==> src/rtl/irq_requester.sv <==
// irq_requester: button-to-interrupt front end for the CPU's external IRQ lines.
// Each channel synchronises and debounces a raw key, and turns each debounced
// press into a level request held until the CPU acknowledges it. One extra
// press can be queued while the channel is in service, and presses that cannot
// be kept are counted in a shared, saturating drop counter.

module irq_req_ch #(
   parameter int DEBOUNCE = 16,
   parameter int CNT_W    = $clog2(DEBOUNCE+1)
) (
   input  logic clk,
   input  logic RST,
   input  logic key_i,
   input  logic ack_i,
   output logic break_o,
   output logic pending_o,
   output logic drop_o
);

   typedef enum logic [1:0] {IDLE, PEND, SERV} state_t;

   logic             sync1_q, s_q, db_q, dbp_q;
   logic [CNT_W-1:0] cnt_q;
   state_t           state_q, state_d;
   logic             queued_q, queued_d;
   logic             break_q, pend_q;
   logic             rise;

   // Two-flop synchroniser, then a debounce counter that flips the level only
   // after DEBOUNCE consecutive disagreeing samples.
   always_ff @(posedge clk or negedge RST) begin
      if (!RST) begin
         sync1_q <= 1'b0;
         s_q     <= 1'b0;
         db_q    <= 1'b0;
         dbp_q   <= 1'b0;
         cnt_q   <= '0;
      end else begin
         sync1_q <= key_i;
         s_q     <= sync1_q;
         dbp_q   <= db_q;
         if (s_q == db_q) begin
            cnt_q <= '0;
         end else if (cnt_q == CNT_W'(DEBOUNCE-1)) begin
            db_q  <= s_q;
            cnt_q <= '0;
         end else begin
            cnt_q <= cnt_q + 1'b1;
         end
      end
   end

   // Only the debounced rising edge is a press; releases are ignored.
   assign rise = db_q & ~dbp_q;

   // Request / in-service / queue state; drop_o flags a press that is lost.
   always_comb begin
      state_d  = state_q;
      queued_d = queued_q;
      drop_o   = 1'b0;
      case (state_q)
         IDLE: begin
            if (rise) state_d = PEND;
         end
         PEND: begin
            if (ack_i) begin
               state_d  = SERV;
               queued_d = queued_q | rise;
               drop_o   = queued_q & rise;
            end else if (rise) begin
               drop_o = 1'b1;   // merged into the request already raised
            end
         end
         SERV: begin
            if (ack_i) begin
               if (rise) begin
                  if (queued_q) drop_o   = 1'b1;
                  else          queued_d = 1'b1;
               end
            end else if (queued_q) begin
               // Queued press becomes the new request; a simultaneous press
               // takes its place in the queue.
               state_d  = PEND;
               queued_d = rise;
            end else begin
               state_d  = rise ? PEND : IDLE;
               queued_d = 1'b0;
            end
         end
         default: begin
            state_d  = IDLE;
            queued_d = 1'b0;
         end
      endcase
   end

   // State register with registered request and pending outputs.
   always_ff @(posedge clk or negedge RST) begin
      if (!RST) begin
         state_q  <= IDLE;
         queued_q <= 1'b0;
         break_q  <= 1'b0;
         pend_q   <= 1'b0;
      end else begin
         state_q  <= state_d;
         queued_q <= queued_d;
         break_q  <= (state_d == PEND);
         pend_q   <= (state_d == PEND) | queued_d;
      end
   end

   assign break_o   = break_q;
   assign pending_o = pend_q;

endmodule

module irq_requester #(
   parameter int N_CH     = 3,
   parameter int DEBOUNCE = 16,
   parameter int CNT_W    = $clog2(DEBOUNCE+1)
) (
   input  logic            clk,
   input  logic            RST,
   input  logic [N_CH-1:0] key_i,
   input  logic [N_CH-1:0] ack_i,
   output logic [N_CH-1:0] break_o,
   output logic [N_CH-1:0] pending_o,
   output logic [7:0]      drop_cnt
);

   logic [N_CH-1:0] drops;
   logic [8:0]      sum;
   logic [7:0]      drop_d, drop_q;

   for (genvar g = 0; g < N_CH; g++) begin : g_ch
      irq_req_ch #(.DEBOUNCE(DEBOUNCE), .CNT_W(CNT_W)) u_ch (
         .clk      (clk),
         .RST      (RST),
         .key_i    (key_i[g]),
         .ack_i    (ack_i[g]),
         .break_o  (break_o[g]),
         .pending_o(pending_o[g]),
         .drop_o   (drops[g])
      );
   end

   // Add this cycle's drops from all channels and clamp at 255.
   always_comb begin
      sum = {1'b0, drop_q};
      for (int i = 0; i < N_CH; i++) sum = sum + 9'(drops[i]);
      drop_d = sum[8] ? 8'hFF : sum[7:0];
   end

   // Drop counter register.
   always_ff @(posedge clk or negedge RST) begin
      if (!RST) drop_q <= 8'h00;
      else      drop_q <= drop_d;
   end

   assign drop_cnt = drop_q;

endmodule
==> config.mk <==
export PLATFORM = sky130hd
export DESIGN_NAME = irq_requester
export DESIGN_NICKNAME = d
export VERILOG_FILES = /design/src/rtl/irq_requester.sv
export SDC_FILE = /design/constraint.sdc
export NUM_CORES = 1
export LEC_CHECK = 0
export BUFFER_PORTS_ARGS = -buffer_cell sky130_fd_sc_hd__clkbuf_2
export CAP_MARGIN = 20
export CORE_MARGIN = 2
export CORE_UTILIZATION = 53
export DETAILED_ROUTE_END_ITERATION = 7
export GPL_ROUTABILITY_DRIVEN = 0
export GPL_TIMING_DRIVEN = 0
export PLACE_DENSITY = 0.75
export SETUP_SLACK_MARGIN = 0.05
export SYNTH_ARGS = -nofsm -noshare
export SYNTH_HDL_FRONTEND = slang
export SYNTH_SLANG_ARGS = --single-unit
export TNS_END_PERCENT = 5
==> constraint.sdc <==
create_clock -name clk -period 2.8 [get_ports clk]
set_input_delay 0.14 -clock clk [delete_from_list [all_inputs] [get_ports clk]]
set_output_delay 0.14 -clock clk [all_outputs]
set_load 0.01 [all_outputs]
==> metrics.md <==
| Metric | Value |
|---|---|
| Die W | `between 70 and 80 µm` |
| Most frequent cells in the layout | `dfrtp_1 (49), clkbuf_2 (21), nor2_1 (19)` |
| Metal2 WL | `2140 µm` |
| Initial antenna violation count | `0` |
| Sequential area share after synthesis | `~51%` |
| Detailed Route WL | `approximately 4300 µm` |
| Final #Nets | `290` |
| Top routing layer used | `met4` |
| Layout fillers | `between 300 and 400` |
| Arr. time, crit path | `around 2.9 ns` |
| Global Route Usage Sum | `between 10% and 20%` |
| WP data required | `roughly 3 ns` |
| Most used DFF post-synth | `dfrtp_1` |
| Seq cells post-synth | `50` |
| Clock transition at the registers of the reported paths | `roughly 0.09 ns` |
| Setup TNS | `0 ns` |
| Max IR drop VDD | `around 0.29 mV` |
| Avg Vias per Cell | `5.34` |
| Die ar. | `between 5000 and 6000 µm²` |
| Switch Pwr | `roughly 0.57 mW` |
| Maximum buffer depth of the clock tree | `2` |
| Internal power | `between 1 and 1.5 mW` |
| DP HPWL | `2990 µm` |
| Layout cells sized above 1 | `between 20% and 30%` |
| Final Core Density | `around two thirds` |
| Worst Skew | `between 0.009 and 0.01 ns` |
| Clk sinks | `50` |
| EDFF count, synth | `0` |
| Vias | `1,686` |
| Initial DRC count | `90` |
| Synth Area per Inst | `11.0 µm²` |
| Pre-antenna DRT Iters | `4` |
| DR DRC count | `0` |
| Synth cell types | `37` |
| FF/Latch Area | `roughly 1300 µm²` |
| ANT nets after route | `0` |
| CTS tree | `built` |
| Min cycle time layout | `around 2.7 ns` |
| Max H-tree Level | `2` |
| Clock Power Share | `between 20 and 25%` |
| Mapped Area | `roughly 2400 µm²` |
| Pre-CTS WS | `-0.100 ns` |
| # port buffers | `21` |
| Combinational Power Share | `approximately 31%` |
| PwrDens | `around 620 nW/µm²` |
| IO Pins | `22` |
| Largest net degree at the start of global routing | `27` |
| Least-Margin Pin Slew | `approximately 0.64 ns` |
| Post-route clock period utilization | `a little over nine tenths` |
| First-pass GRT wire length | `about 6800 µm` |
| WS Path Type | `flip-flop to flip-flop` |
| Async set or reset register ratio after synthesis | `between 90% and 100%` |
| Fmax | `approximately 380 MHz` |
| Status | `completed` |
| Multi-input gate area | `roughly 1200 µm²` |
| Crit-path max FO | `4` |
| Worst Setup End Kind | `flip-flop` |
| Clock Latency Late Sink | `roughly 0.30 ns` |
| Synthesis Warnings | `0` |
| Die Height | `~72 µm` |
| Vias in the first global route | `1,583` |
| Switching share of power | `about 31%` |
| Initial core utilization | `between 50% and 60%` |
| Part of the power in registers | `roughly 47%` |
| Std cell rows | `24` |
| Max-slew headroom | `a little under three fifths` |
| CTS Buf Count | `5` |
| N_diodes | `0` |
| Avg WL per Cell | `~13 µm` |
| Core area | `4380 µm²` |
| Setup violations, final | `0` |
| Layout area overhead | `19.5%` |
| Max Cap Viol | `0` |
| Post-Syn Instances | `221` |
| Met1 wire length | `1930 µm` |
| Max Slew Vio Count | `0` |
| Placed cell area | `2630 µm²` |
| Final Instance Area | `2920 µm²` |
| Final Hold Vio Count | `0` |
| Total power | `1.81 mW` |
| Overflow after GRT | `0` |
| WL met3 | `between 100 and 150 µm` |
| Class of the worst hold path | `input pin to flip-flop` |
| Critical path startpoint category | `flip-flop` |
| Root buffer cell | `clkbuf_8` |
| Commonest non-fill, non-tap cell in the layout | `dfrtp_1` |
| Setup ws final | `around 0.14 ns` |
| Leak | `between 1.5 and 2 nW` |
| Net Count, Synth | `248` |
[flip-flops by register name, summed over array words and instances (netlist names)]
| signal | count |
|---|---|
| g_ch.u_ch.dbp_q | 3 |
| drop_cnt | 8 |
| g_ch.u_ch.cnt_q | 15 |
| g_ch.u_ch.state_q | 6 |
| g_ch.u_ch.queued_q | 3 |
| g_ch.u_ch.s_q | 3 |
| g_ch.u_ch.db_q | 3 |
| g_ch.u_ch.sync1_q | 3 |
| g_ch.u_ch.break_o | 3 |
| g_ch.u_ch.pending_o | 3 |
[routing by layer]
layer	track usage (%)	vias to the layer above
met1	21.6	816
met3	4.64	6
met2	28.4	29
met4	5.66	0
met5	0	-
li1	-	835
[critical path, stage by stage (launching register included)]
cell and delay (ns):
dfrtp_1 0.43, buf_4 0.14, ha_1 0.21, a21oi_2 0.09
nor2_1 0.09, nand2_1 0.08, fa_1 0.48, inv_1 0.05
ha_2 0.20, fa_2 0.37, and3_4 0.22, nand3_4 0.09
nor3_2 0.04, a21oi_1 0.10
[through the flow]
| stage | cells | hold slack (ns) |
|---|---|---|
| 2_1_floorplan | 221 | -0.156 |
| 5_1_grt | 316 | 0.216 |
| 4_1_cts | 308 | 0.161 |
| 6_report | 316 | 0.229 |
| 3_3_place_gp | 294 | 0.249 |
| 3_5_place_dp | 295 | 0.200 |
[Yosys cell counts (4+ instances only)]
cell / n / area share (%)
a21oi_1: 10 / 2.1
inv_1: 14 / 2.2
nand2b_1: 7 / 1.8
xor2_1: 9 / 3.2
nand2_1: 4 / 0.62
nor2b_1: 5 / 1.3
nor2_1: 19 / 2.9
and3_1: 5 / 1.3
dfrtp_1: 50 / 51
and2_1: 10 / 2.6
o21ai_0: 10 / 2.1
buf_4: 6 / 1.8
nand3_1: 13 / 2.7
ha_1: 17 / 8.7
[power by group through the flow]
stage          registers, mW  logic (mW)  clock network (mW)
6_report               0.843       0.565               0.405
3_3_place_gp           0.851       0.428                   0
3_5_place_dp           0.855       0.439                   0
4_1_cts                0.840       0.452               0.425
2_1_floorplan          0.841       0.331                   0
5_1_grt                0.851       0.627               0.454
[cells by family after synthesis]
group / Yosys count / synth area share (%)
buffers and inverters: 21 / 4.15
adder cells (fa/ha/maj): 19 / 10.4
XOR/XNOR: 12 / 4.31
AND/OR/NAND/NOR: 77 / 17.5
multiplexers: 3 / 1.38
AO/OA/AOI/OAI: 39 / 11.0
flip-flops: 50 / 51.3
[timing repair]
item,4_1_cts,5_1_grt
hold buffers,4,0
endpoints found under the setup margin,7,8
pin swaps,0,4
hold endpoints to repair,28,0
setup buffers,1,8
resized for setup,3,17
[final timing paths]
check | startpoint | end | slack (ns) | cells past startpoint
max | g_ch[0].u_ch.state_q[1] | drop_cnt[6] | 0.14 | 13
min | ack_i[0] | g_ch[0].u_ch.queued_q | 0.23 | 3
max reg2reg | g_ch[0].u_ch.state_q[1] | drop_cnt[6] | 0.14 | 13
min reg2reg | g_ch[2].u_ch.sync1_q | g_ch[2].u_ch.s_q | 0.35 | 0
max in group asynchronous | RST | g_ch[0].u_ch.state_q[1] | 1.85 | 3
min in group asynchronous | RST | g_ch[0].u_ch.cnt_q[1] | 0.39 | 2
[final cells by class]
cell class	instances	share of cell area, %
flip-flops and latches	50	43.0
multi-input cells	150	40.3
repair buffers	35	7.98
clock buffers	5	2.36
well taps	52	2.23
inverters	15	2.02
plain buffers	6	1.55
clock inverters	3	0.644
No activity file was read; power rests on OpenSTA's default activity.
